File: config.mk
export PLATFORM = sky130hd
export DESIGN_NAME = riscv_lsu
export DESIGN_NICKNAME = d
export VERILOG_FILES = /design/src/rtl/riscv_lsu_pkg.sv /design/src/rtl/riscv_lsu_ldext.sv /design/src/rtl/riscv_lsu.sv
export SDC_FILE = /design/constraint.sdc
export NUM_CORES = 1
export LEC_CHECK = 0
export BUFFER_PORTS_ARGS = -buffer_cell sky130_fd_sc_hd__buf_4
export CAP_MARGIN = 25
export CORE_ASPECT_RATIO = 1.25
export CORE_MARGIN = 3
export CORE_UTILIZATION = 30
export CTS_CLUSTER_SIZE = 12
export DETAILED_ROUTE_END_ITERATION = 12
export PLACE_DENSITY = 0.62
export REMOVE_ABC_BUFFERS = 1
export SKIP_LAST_GASP = 1
export SYNTH_ARGS = -nofsm -noshare
export SYNTH_HDL_FRONTEND = slang
export SYNTH_HIERARCHICAL = 1
export SYNTH_SLANG_ARGS = --single-unit
export TNS_END_PERCENT = 5
File: constraint.sdc
create_clock -name i_riscv_lsu_clk -period 3 [get_ports i_riscv_lsu_clk]
set_clock_uncertainty 0.05 [all_clocks]
set_input_delay 0.45 -clock i_riscv_lsu_clk [delete_from_list [all_inputs] [get_ports i_riscv_lsu_clk]]
set_output_delay 0.45 -clock i_riscv_lsu_clk [all_outputs]
set_load 0.02 [all_outputs]
File: src/rtl/riscv_lsu_pkg.sv
// Shared definitions for the memory-stage load/store unit: funct3 codes,
// FSM states and access-size helpers.
package riscv_lsu_pkg;

  localparam logic [2:0] F3_LB  = 3'b000;
  localparam logic [2:0] F3_LH  = 3'b001;
  localparam logic [2:0] F3_LW  = 3'b010;
  localparam logic [2:0] F3_LD  = 3'b011;
  localparam logic [2:0] F3_LBU = 3'b100;
  localparam logic [2:0] F3_LHU = 3'b101;
  localparam logic [2:0] F3_LWU = 3'b110;
  localparam logic [2:0] F3_ILL = 3'b111;

  localparam logic [2:0] F3_SB  = 3'b000;
  localparam logic [2:0] F3_SH  = 3'b001;
  localparam logic [2:0] F3_SW  = 3'b010;
  localparam logic [2:0] F3_SD  = 3'b011;

  typedef enum logic [1:0] {
    S_IDLE = 2'd0,
    S_BUSY = 2'd1,
    S_DONE = 2'd2
  } lsu_state_e;

  function automatic logic [7:0] size_mask(input logic [1:0] sz);
    case (sz)
      2'd0:    return 8'h01;
      2'd1:    return 8'h03;
      2'd2:    return 8'h0F;
      default: return 8'hFF;
    endcase
  endfunction

  // Address bits that must be zero for a naturally aligned access of this size.
  function automatic logic [2:0] align_mask(input logic [1:0] sz);
    case (sz)
      2'd0:    return 3'b000;
      2'd1:    return 3'b001;
      2'd2:    return 3'b011;
      default: return 3'b111;
    endcase
  endfunction

endpackage

File: src/rtl/riscv_lsu_ldext.sv
// Load data path: select the addressed lane of the memory doubleword and
// sign- or zero-extend it according to funct3.
module riscv_lsu_ldext
  import riscv_lsu_pkg::*;
#(
  parameter int XLEN = 64
) (
  input  logic [XLEN-1:0] dword_i,
  input  logic [2:0]      off_i,
  input  logic [2:0]      funct3_i,
  output logic [XLEN-1:0] data_o
);

  logic [XLEN-1:0] lane;

  always_comb begin
    lane   = dword_i >> {off_i, 3'b000};
    data_o = '0;
    case (funct3_i)
      F3_LB:   data_o = {{(XLEN-8){lane[7]}}, lane[7:0]};
      F3_LH:   data_o = {{(XLEN-16){lane[15]}}, lane[15:0]};
      F3_LW:   data_o = {{(XLEN-32){lane[31]}}, lane[31:0]};
      F3_LD:   data_o = lane;
      F3_LBU:  data_o = {{(XLEN-8){1'b0}}, lane[7:0]};
      F3_LHU:  data_o = {{(XLEN-16){1'b0}}, lane[15:0]};
      F3_LWU:  data_o = {{(XLEN-32){1'b0}}, lane[31:0]};
      default: data_o = '0;
    endcase
  end

endmodule

File: src/rtl/riscv_lsu.sv
// Memory-stage load/store unit with req/ack handshake and pipeline stall.
// Optional misaligned-access trap: define RISCV_LSU_MISALIGN_TRAP_EN.
module riscv_lsu
  import riscv_lsu_pkg::*;
#(
  parameter int XLEN  = 64,
  parameter int DM_AW = 64
) (
  input  logic             i_riscv_lsu_clk,
  input  logic             i_riscv_lsu_rst,
  input  logic             i_riscv_lsu_valid,
  input  logic             i_riscv_lsu_we,
  input  logic [2:0]       i_riscv_lsu_funct3,
  input  logic [XLEN-1:0]  i_riscv_lsu_addr,
  input  logic [XLEN-1:0]  i_riscv_lsu_wdata,
  input  logic             i_riscv_lsu_flush,
  output logic             o_riscv_lsu_dm_req,
  output logic             o_riscv_lsu_dm_we,
  output logic [DM_AW-1:0] o_riscv_lsu_dm_addr,
  output logic [7:0]       o_riscv_lsu_dm_be,
  output logic [XLEN-1:0]  o_riscv_lsu_dm_wdata,
  input  logic             i_riscv_lsu_dm_ack,
  input  logic [XLEN-1:0]  i_riscv_lsu_dm_rdata,
  output logic             o_riscv_lsu_stall,
  output logic [XLEN-1:0]  o_riscv_lsu_rdata,
  output logic             o_riscv_lsu_done,
  output logic             o_riscv_lsu_misalign
);

  lsu_state_e      state_q;
  logic            req_q, dm_we_q, kill_q, done_q, misalign_q;
  logic [2:0]      f3_q, off_q;
  logic [DM_AW-1:0] addr_q;
  logic [7:0]      be_q;
  logic [XLEN-1:0] wdata_q, rdata_q;

  logic [1:0]      sz;
  logic [2:0]      off_d;
  logic [7:0]      be_d;
  logic [XLEN-1:0] wdata_d, ld_ext;
  logic            illegal, misaligned, start;

  assign sz      = i_riscv_lsu_funct3[1:0];
  assign illegal = (i_riscv_lsu_funct3 == F3_ILL);

`ifdef RISCV_LSU_MISALIGN_TRAP_EN
  assign misaligned = |(i_riscv_lsu_addr[2:0] & align_mask(sz));
  assign off_d      = i_riscv_lsu_addr[2:0];
`else
  // Without the trap, misaligned addresses silently round down to the access size.
  assign misaligned = 1'b0;
  assign off_d      = i_riscv_lsu_addr[2:0] & ~align_mask(sz);
`endif

  assign start = i_riscv_lsu_valid & ~i_riscv_lsu_flush & ~illegal & ~misaligned;
  assign be_d  = size_mask(sz) << off_d;

  // Replicating the store value puts it in every naturally aligned lane; be selects one.
  always_comb begin
    case ({1'b0, sz})
      F3_SB:   wdata_d = {8{i_riscv_lsu_wdata[7:0]}};
      F3_SH:   wdata_d = {4{i_riscv_lsu_wdata[15:0]}};
      F3_SW:   wdata_d = {2{i_riscv_lsu_wdata[31:0]}};
      default: wdata_d = i_riscv_lsu_wdata;
    endcase
  end

  riscv_lsu_ldext #(.XLEN(XLEN)) u_ldext (
    .dword_i  (i_riscv_lsu_dm_rdata),
    .off_i    (off_q),
    .funct3_i (f3_q),
    .data_o   (ld_ext)
  );

  always_ff @(posedge i_riscv_lsu_clk) begin
    if (i_riscv_lsu_rst) begin
      state_q    <= S_IDLE;
      req_q      <= 1'b0;
      dm_we_q    <= 1'b0;
      kill_q     <= 1'b0;
      done_q     <= 1'b0;
      misalign_q <= 1'b0;
      f3_q       <= '0;
      off_q      <= '0;
      addr_q     <= '0;
      be_q       <= '0;
      wdata_q    <= '0;
      rdata_q    <= '0;
    end else begin
      done_q     <= 1'b0;
      misalign_q <= 1'b0;
      case (state_q)
        S_IDLE: begin
          if (start) begin
            state_q <= S_BUSY;
            req_q   <= 1'b1;
            dm_we_q <= i_riscv_lsu_we;
            kill_q  <= 1'b0;
            f3_q    <= i_riscv_lsu_funct3;
            off_q   <= off_d;
            addr_q  <= {i_riscv_lsu_addr[DM_AW-1:3], 3'b000};
            be_q    <= be_d;
            wdata_q <= wdata_d;
          end else if (i_riscv_lsu_valid && !i_riscv_lsu_flush && illegal) begin
            done_q <= 1'b1;
            if (!i_riscv_lsu_we) rdata_q <= '0;
          end else if (i_riscv_lsu_valid && !i_riscv_lsu_flush && misaligned) begin
            misalign_q <= 1'b1;
          end
        end
        S_BUSY: begin
          if (i_riscv_lsu_flush) kill_q <= 1'b1;
          if (i_riscv_lsu_dm_ack) begin
            req_q   <= 1'b0;
            dm_we_q <= 1'b0;
            kill_q  <= 1'b0;
            if (kill_q || i_riscv_lsu_flush) begin
              state_q <= S_IDLE;
            end else begin
              state_q <= S_DONE;
              done_q  <= 1'b1;
              if (!dm_we_q) rdata_q <= ld_ext;
            end
          end
        end
        default: state_q <= S_IDLE;
      endcase
    end
  end

  always_comb begin
    case (state_q)
      S_IDLE:  o_riscv_lsu_stall = start;
      S_BUSY:  o_riscv_lsu_stall = 1'b1;
      default: o_riscv_lsu_stall = 1'b0;
    endcase
  end

  assign o_riscv_lsu_dm_req   = req_q;
  assign o_riscv_lsu_dm_we    = dm_we_q;
  assign o_riscv_lsu_dm_addr  = addr_q;
  assign o_riscv_lsu_dm_be    = be_q;
  assign o_riscv_lsu_dm_wdata = wdata_q;
  assign o_riscv_lsu_rdata    = rdata_q;
  assign o_riscv_lsu_done     = done_q;
`ifdef RISCV_LSU_MISALIGN_TRAP_EN
  assign o_riscv_lsu_misalign = misalign_q;
`else
  assign o_riscv_lsu_misalign = 1'b0;
`endif

endmodule

; ---- Word level (Yosys, flattened, before mapping)
; Cells that the tools add are included.
[word_totals]
ff_bits = 209
inputBits = 201
output_inout_bits = 205
elab_cells = 80
[classes]
n_eq_ne = 18
shift = 2
muxes = 30
bitwise_logic = 6
reduce_logical = 13
[ops]
columns = operator, count
row1 = 64-bit one-hot mux with 7 select lines, 1
row2 = 64-bit two-way mux, 6
row3 = 64-bit one-hot mux with 3 select lines, 1
row4 = 64-bit one-hot mux with 2 select lines, 1
row5 = 64-bit by 6-bit right shift with 64-bit output, 1
row6 = 8-bit one-hot mux with 3 select lines, 1
row7 = 2-bit inequality test (second input constant), 7
row8 = 3-bit == test (second input constant), 4
row9 = 1-bit two-way mux, 10
row10 = 1-bit one-hot mux with 2 select lines, 5
row11 = 3-bit one-hot mux with 3 select lines, 1
row12 = 8-bit by 3-bit left shift with 8-bit output, 1
row13 = 7-bit AND reduction, 1
row14 = 3-bit by 2-bit == test with 1-bit output (second input constant), 2
row15 = 2-bit two-way mux, 3
row16 = 3-bit AND reduction, 2
row17 = 2-bit by 1-bit == test with 1-bit output (second input constant), 2
row18 = 2-bit zero test, 2
row19 = 2-bit one-hot mux with 2 select lines, 1
row20 = 2-bit AND reduction, 2
row21 = 3-bit AND, 1
row22 = 3-bit by 1-bit == test with 1-bit output (second input constant), 1
row23 = 3-bit zero test, 1
row24 = 3-bit inequality test (second input constant), 1
row25 = 8 further kinds, 11

; ---- Depth between registers and ports, before layout
; Gate-level depths: netlist of the first run.
[logic_depth]
ltp_word = 6
ltp_mapped = 9
ltp_nobuf = 5

; ---- Cells and area by module
; Netlist of the first run, hierarchy kept.
[modules_own_cells]
columns = mod, instances, cells_per_inst, area_each_um2, seq_area_each_um2
row1 = riscv_lsu, 1, 906, 8064.0, 4184.0
row2 = riscv_lsu_ldext, 1, 289, 2533.7, 0.0

; ---- Least setup slack after synthesis of the first run
; No wires, ideal clock.
[synth_path]
path_kind = input to register
startpoint = input i_riscv_lsu_funct3[1]
endpoint = register rdata_q[10] (netlist: o_riscv_lsu_rdata[10])
setup_time_ns = 0.060
arrival_time_ns = 1.799
required_time_ns = 2.890
path_slack_ns = 1.091
cell_stages = 8
path_buffers = 4
path_cell_list = buf_2 -> and3_1 -> buf_2 -> a2bb2oi_1 -> o21ba_2 -> buf_2 -> clkbuf_1 -> a22o_1
[synth_between]
elab_chain_len = 5
elab_cells_between_ends = 7
classes_between = 3 x eq/ne / 2 x bitwise / 2 x reduce/logical
[synth_lines]
columns = item, line_no
row1 = start: declaration, riscv_lsu.sv:13  ; input logic [2:0] i_riscv_lsu_funct3,
row2 = 3-bit == test (*), riscv_lsu.sv:44  ; assign illegal = (i_riscv_lsu_funct3 == F3_ILL);
row3 = 1-bit inverter, riscv_lsu.sv:55  ; assign start = i_riscv_lsu_valid & ~i_riscv_lsu_flush & ~illegal & ~misaligned;
row4 = 1-bit AND, riscv_lsu.sv:55
row5 = 2-bit inequality test (no source line), n/a
row6 = 7-bit AND reduction (no source line) (*), n/a
row7 = end signal: assignment, riscv_lsu.sv:122  ; if (!dm_we_q) rdata_q <= ld_ext;
row8 = end: declaration, riscv_lsu.sv:35  ; logic [XLEN-1:0] wdata_q, rdata_q;
; Mark *: on every way between the ends. The rest lies on a longest branch, timed or not.
; A chain may end at the register's enable or synchronous reset.

; ---- Worst setup path in the final report of the first run
[layout_path]
startpoint = register off_q[0]
endpoint = register rdata_q[32] (netlist: o_riscv_lsu_rdata[32])
[layout_between]
elab_chain_len = 6
[layout_lines]
columns = item, line_no
row1 = start: declaration, riscv_lsu.sv:32  ; logic [2:0] f3_q, off_q;
row2 = start signal: assignment, riscv_lsu.sv:84  ; off_q <= '0;
row3 = start signal: assignment, riscv_lsu.sv:100  ; off_q <= off_d;
row4 = 64-bit by 6-bit right shift with 64-bit output, riscv_lsu_ldext.sv:17  ; lane = dword_i >> {off_i, 3'b000};
row5 = 64-bit one-hot mux with 7 select lines, riscv_lsu_ldext.sv:19  ; case (funct3_i)
row6 = via ld_ext[32], riscv_lsu.sv:40  ; logic [XLEN-1:0] wdata_d, ld_ext;
row7 = 64-bit two-way mux, riscv_lsu.sv:122
row8 = 64-bit two-way mux, riscv_lsu.sv:117  ; if (kill_q || i_riscv_lsu_flush) begin
row9 = 64-bit two-way mux, riscv_lsu.sv:113  ; if (i_riscv_lsu_dm_ack) begin
row10 = 64-bit one-hot mux with 2 select lines, riscv_lsu.sv:92  ; case (state_q)
; The timed path passes the listed nets, and every way through them passes these cells. The select of a mux whose other input is x is not followed.

==> results of run 1 <==
-- layer usage --
metal / GRT usage [%] / vias to the layer above
met4: 6.55 / 0
li1: - / 5001
met2: 34.5 / 514
met1: 24.4 / 5023
met3: 6.31 / 80
met5: 0 / -
-- where the power goes --
| group | total [mW] | switching [mW] | internal, mW | leakage, nW |
|---|---|---|---|---|
| Clock | 2.91 | 1.22 | 1.69 | 0.380 |
| Combinational | 1.38 | 0.765 | 0.615 | 4.04 |
| Sequential | 2.96 | 0.0720 | 2.89 | 1.70 |
-- through the flow --
step | power [mW] | setup TNS [ns] | cell area, um^2
final | 7.25 | 0 | 14700
after global placement | 4.38 | 0 | 13900
after CTS | 7.34 | 0 | 14700
after detailed placement | 4.40 | 0 | 13900
after floorplan | 3.68 | -144.54 | 9910
after global routing | 7.57 | 0 | 14700
-- area by class of cell --
cell class / instances / share of cell area (%)
clock buffer: 35 / 4.73
multi-input combinational: 862 / 39.0
clock inverter: 9 / 0.495
sequential: 209 / 28.6
timing repair buffer: 435 / 23.0
tap: 468 / 3.99
inverter: 6 / 0.154
-- cells by family (layout without fill, tap and decap cells) --
group                  count (synthesis)  after routing
flip-flops                           209            209
buffers and inverters                127            485
other                                  1              4
AO/OA/AOI/OAI                        290            290
AND/OR/NAND/NOR                      456            456
multiplexers                         112            112
-- registers in the layout, indices dropped and copies added, names as in the netlist --
| signal | cells |
|---|---|
| o_riscv_lsu_dm_be | 8 |
| o_riscv_lsu_rdata | 64 |
| f3_q | 3 |
| o_riscv_lsu_dm_addr | 61 |
| kill_q | 1 |
| o_riscv_lsu_dm_req | 1 |
| o_riscv_lsu_dm_wdata | 64 |
| state_q | 2 |
| off_q | 3 |
| o_riscv_lsu_done | 1 |
| o_riscv_lsu_dm_we | 1 |
-- placed cells by master, fill, tap and decap left out, drive strengths merged, types with 31 or more instances in the layout --
cell / synthesis / final
a21oi: 99 / 99
a22o: 64 / 64
buf: 75 / 435
clkbuf: 46 / 35
dfxtp: 209 / 209
mux2: 31 / 31
mux2i: 52 / 52
nand2: 231 / 231
nand4: 35 / 35
nor2: 91 / 91
-- cell usage after synthesis (2+ instances only) --
library cell | number | share of area (%)
buf_4 | 21 | 1.5
dfxtp_1 | 209 | 39
a22o_1 | 64 | 5.3
o2bb2ai_1 | 7 | 0.58
a22oi_2 | 2 | 0.24
mux2i_1 | 51 | 4.8
a2111oi_2 | 6 | 0.85
o21ai_1 | 6 | 0.28
and3_1 | 9 | 0.53
nor3_1 | 29 | 1.4
o21a_1 | 2 | 0.14
nor4b_1 | 2 | 0.17
nand4_2 | 2 | 0.24
a211oi_1 | 28 | 2.0
mux2_4 | 12 | 1.7
nand4bb_1 | 2 | 0.21
nand4_1 | 33 | 1.9
nand2_1 | 231 | 8.2
clkbuf_1 | 45 | 1.6
nor3b_1 | 2 | 0.14
inv_1 | 5 | 0.18
nand3_1 | 16 | 0.76
o221a_2 | 2 | 0.21
mux4_2 | 29 | 6.2
and2_1 | 7 | 0.41
buf_6 | 13 | 1.4
buf_8 | 2 | 0.28
o21ai_0 | 22 | 1.0
a2111oi_0 | 3 | 0.25
buf_1 | 5 | 0.18
o211ai_1 | 9 | 0.64
a22oi_1 | 8 | 0.57
nor2b_1 | 20 | 1.2
nor2_1 | 90 | 3.2
mux2_2 | 19 | 2.0
buf_2 | 34 | 1.6
nand2b_1 | 5 | 0.30
a311oi_1 | 22 | 1.8
a21oi_1 | 99 | 4.7
-- path summary, 6_finish.rpt --
path,startpoint,to
worst min-delay path,i_riscv_lsu_dm_ack,kill_q
worst min register to register,o_riscv_lsu_dm_wdata[2],o_riscv_lsu_dm_wdata[2]
worst max-delay path,off_q[0],o_riscv_lsu_rdata[32]
worst max register to register,off_q[0],o_riscv_lsu_rdata[32]
==> results.py, run 1 <==
metrics = {
    "run_status": {
        "status": "finished clean",
    },
    "global_route": {
        "globalRouteTotalUtil_pct": 20.3,
        "grt_pass1_vias": 10500,
        "antenna_found_initial": 0,
        "grt_pass1_wl_um": 61600,
        "overflow": 0,
        "grt_max_degree": 143,
    },
    "clocking": {
        "postCtsSetupBuffers": 0,
        "clock_sinks": 209,
        "cts.htree.levels": 1,
        "hold_buffers": 0,
        "post_cts_resized": 0,
        "cts_made_buffers": 24,
        "clockBufferDepth": 3,
        "cts_tree": "done",
        "cts_root_buf": "clkbuf_16",
        "clk_latency_ns": 0.53,
        "clkTransAtPathRegs_ns": 0.06,
    },
    "yosys": {
        "synth-adder-area-share_pct": 0,
        "synthArstFlopShare_pct": 0,
        "ys_ff_latch": 209,
        "syn_area_um2": 10600,
        "synthDistinctLibCells": 61,
        "synth.avg_cell_area_um2": 8.87,
        "synth.mux.area_fraction_pct": 14.8,
        "synthSimpleGateAreaFrac_pct": 19.6,
        "synth-xor-area-share_pct": 0,
        "postSynthCellCount": 1195,
        "synth_compound_area_share_pct": 19.3,
        "synth_flop_cell": "dfxtp_1",
        "synth_edf_count": 0,
        "yosys_warnings": 6,
        "yosysSeqAreaShare_pct": 39.5,
        "synth_top_family_by_area": "simple AND/OR/NAND/NOR gates",
    },
    "power": {
        "powerDensity_nw_per_um2": 494,
        "ir_worst_vdd_v": 0.000390,
        "leakagePower_nw": 6.12,
    },
    "die": {
        "num_io_pins": 406,
        "die_h_um": 216,
        "die_w_um": 174,
        "dieArea_um2": 37600,
        "start_util_pct": 30.6,
        "core_area_um2": 34600,
        "rows": 76,
    },
    "placed_design": {
        "hpwl_um": 28500,
        "placedCellCount": 1980,
        "gp_congestion": 0.878,
        "dp_slack_ns": 0.341,
        "port_buffers": 401,
    },
    "finish": {
        "ff_latch_area_um2": 4190,
        "stdcell_count": 2024,
        "insertedDiodeCount": 0,
        "multi_input_comb_area_um2": 5720,
        "n_fill_cell": 3497,
        "drive_gt1_share_pct": 35.7,
        "post-route-util_pct": 42.4,
        "layout.nets": 1739,
        "area_delta_synth_final_pct": 38.3,
    },
    "job": {
        "maxCapViolCount": 0,
    },
    "critical_path": {
        "rrSetupSlack_ns": 0.31,
        "end_kind": "flop",
        "path_buf_inv": 0,
        "path_class": "reg -> reg",
        "cp_max_fo": 38,
        "crit_chain": "a21oi_1, o221ai_1, nand4_2, nand4_1, a22o_1",
        "rr_worst_depth": 5,
        "crit_path_start_kind": "flop",
        "worst_ep_required_time_ns": 3.42,
        "slowest_delay_ns": 0.88,
        "cp_top_family": "simple AND/OR/NAND/NOR gates",
        "cpMaxStageDelayCell": "nand4_2",
        "path_depth": 5,
        "critPathArrivalTime_ns": 3.11,
    },
    "routing": {
        "firstDrtPassIters": 5,
        "wl_per_cell_um": 19.9,
        "routed_via_density": 5.25,
        "drc_errors": 0,
        "wl_um": 40200,
        "met2_length_um": 19300,
        "num_vias": 10600,
        "m1WireLength_um": 15800,
        "top_layer_used": "met4",
        "wl_met3_um": 3830,
        "first_iter_violations": 798,
        "postRouteAntennaNets": 0,
    },
    "timing": {
        "rsz0062_at_grt": "no",
        "finalHoldViolations": 0,
        "slew_headroom_pct": 28.5,
        "finalMaxSlewViolations": 0,
        "finalCriticalPeriod_ns": 2.69,
        "worst-slew-pin-transition_ns": 1.07,
        "fin_ws_ns": 0.315,
        "fin_crit_sh_pct": 89.5,
        "setup_viol": 0,
        "fmax_mhz": 372,
        "hold_ws_ns": 0.0976,
    },
    "min_path": {
        "holdCritPathClass": "in -> reg",
        "hold_depth": 2,
    },
}
(Power assumes the default switching activity.)
==> inputs of run 2 (changes only) <==
--- a/config.mk
+++ b/config.mk
@@ -12,6 +12,7 @@
 export CORE_UTILIZATION = 30
 export CTS_CLUSTER_SIZE = 12
 export DETAILED_ROUTE_END_ITERATION = 12
+export MAX_ROUTING_LAYER = met4
 export PLACE_DENSITY = 0.62
 export REMOVE_ABC_BUFFERS = 1
 export SKIP_LAST_GASP = 1
==> results.py, run 2 (synthesis gave the netlist of run 1 again) <==
metrics = {
    "run_status": {
        "status": "finished clean",
    },
    "timing": {
        "rsz0062_at_grt": "no",
        "setup_tns_ns": 0,
        "worst-slew-pin-transition_ns": 0.914,
        "finalHoldViolations": 0,
        "fmax_mhz": 412,
        "fin_crit_sh_pct": 80.9,
        "hold_ws_ns": 0.115,
        "finalMaxSlewViolations": 0,
        "setup_viol": 0,
        "finalCriticalPeriod_ns": 2.43,
        "slew_headroom_pct": 39.0,
    },
    "global_route": {
        "overflow": 0,
        "globalRouteTotalUtil_pct": 20.6,
        "grt_pass1_vias": 10400,
        "grt_max_degree": 146,
        "antenna_found_initial": 1,
        "grt_pass1_wl_um": 60600,
    },
    "die": {
        "die_w_um": 174,
        "num_io_pins": 406,
        "rows": 76,
        "die_h_um": 216,
        "dieArea_um2": 37600,
        "core_area_um2": 34600,
        "start_util_pct": 30.6,
    },
    "power": {
        "p_comb_share_pct": 18.9,
        "switching_share_pct": 28.1,
        "leakagePower_nw": 6.15,
        "power.switching_mw": 2.05,
        "pwr-share-seq_pct": 40.5,
        "powerDensity_nw_per_um2": 496,
        "ir_worst_vdd_v": 0.000432,
        "p_int_mw": 5.25,
        "clkPwrFrac_pct": 40.6,
    },
    "clocking": {
        "postCtsSetupBuffers": 0,
        "clock_sinks": 209,
        "cts_made_buffers": 24,
        "cts_root_buf": "clkbuf_16",
        "post_cts_resized": 0,
        "clockBufferDepth": 3,
        "clk_latency_ns": 0.53,
        "cts_tree": "done",
        "cts.htree.levels": 1,
        "hold_buffers": 0,
        "clkTransAtPathRegs_ns": 0.06,
    },
    "min_path": {
        "holdCritPathClass": "in -> reg",
    },
    "routing": {
        "postRouteAntennaNets": 0,
        "firstDrtPassIters": 5,
        "drc_errors": 0,
        "first_iter_violations": 866,
        "num_vias": 10600,
        "routed_via_density": 5.22,
        "wl_per_cell_um": 19.6,
        "wl_um": 39700,
    },
    "job": {
        "maxCapViolCount": 0,
    },
    "placed_design": {
        "hpwl_um": 28800,
        "placedCellCount": 1985,
        "gp_congestion": 0.871,
        "port_buffers": 401,
        "place_area_um2": 13900,
    },
    "finish": {
        "area_delta_synth_final_pct": 38.8,
        "post-route-util_pct": 42.5,
        "layout.nets": 1744,
        "final_common_cell": "buf_4",
        "finish.instance_area_um2": 14700,
        "stdcell_count": 2028,
        "mostFrequentLayoutCells": "buf_4 (432), nand2_1 (230), dfxtp_1 (206)",
        "drive_gt1_share_pct": 36.0,
    },
    "critical_path": {
        "worst_ep_required_time_ns": 3.42,
        "cp_max_fo": 39,
        "end_kind": "flop",
        "critPathArrivalTime_ns": 2.85,
        "crit_path_start_kind": "flop",
        "path_class": "reg -> reg",
    },
}
[run 2: layer usage]
layer	global-route usage [%]	wire [um]	part of all wire, %	vias to the layer above
met5	-	0	0	-
met4	6.92	1350	3.4	0
met3	5.57	3650	9.2	79
met2	33.5	18800	47	504
met1	24.9	16000	40	4992
li1	-	-	-	5005
[run 2: through the flow]
step	power, mW	worst slack, ns
after floorplan	3.68	-2.23
after global placement	4.39	0.617
after detailed placement	4.40	0.576
after CTS	7.41	0.586
after global routing	7.64	0.383
final	7.30	0.572
[run 2: worst max-delay path: stages, from the launching register on]
cell and delay (ns):
dfxtp_4 0.70, nor2b_1 0.15, a22oi_2 0.24, nand4_2 0.51, buf_12 0.39, nand4_1 0.14
a22o_1 0.15
[run 2: power groups by stage]
stage | Clock (mW) | Combinational, mW | Sequential, mW
6_report | 2.96 | 1.38 | 2.96
3_3_place_gp | 0 | 1.37 | 3.02
5_1_grt | 3.16 | 1.50 | 2.97
3_5_place_dp | 0 | 1.38 | 3.02
2_1_floorplan | 0 | 0.531 | 3.15
4_1_cts | 3.06 | 1.39 | 2.96
[run 2: worst paths after layout]
check                                from                      end  slack (ns)  depth (start not counted)
hold / removal         i_riscv_lsu_dm_ack                   kill_q        0.12                          2
setup / recovery                 off_q[0]    o_riscv_lsu_rdata[41]        0.57                          6
setup reg to reg                 off_q[0]    o_riscv_lsu_rdata[41]        0.57                          6
hold reg to reg   o_riscv_lsu_dm_addr[36]  o_riscv_lsu_dm_addr[36]        0.40                          2
[run 2: cell type report]
| type | count | area (um^2) |
|---|---|---|
| fillers | 3535 | 19900 |
| multi-input cells | 862 | 5720 |
| flip-flops and latches | 209 | 4190 |
| repair buffers | 440 | 3400 |
| clock buffers | 35 | 723 |
| well taps | 468 | 586 |
| clock inverters | 7 | 66.3 |
| inverters | 6 | 22.5 |
| diodes | 1 | 2.50 |
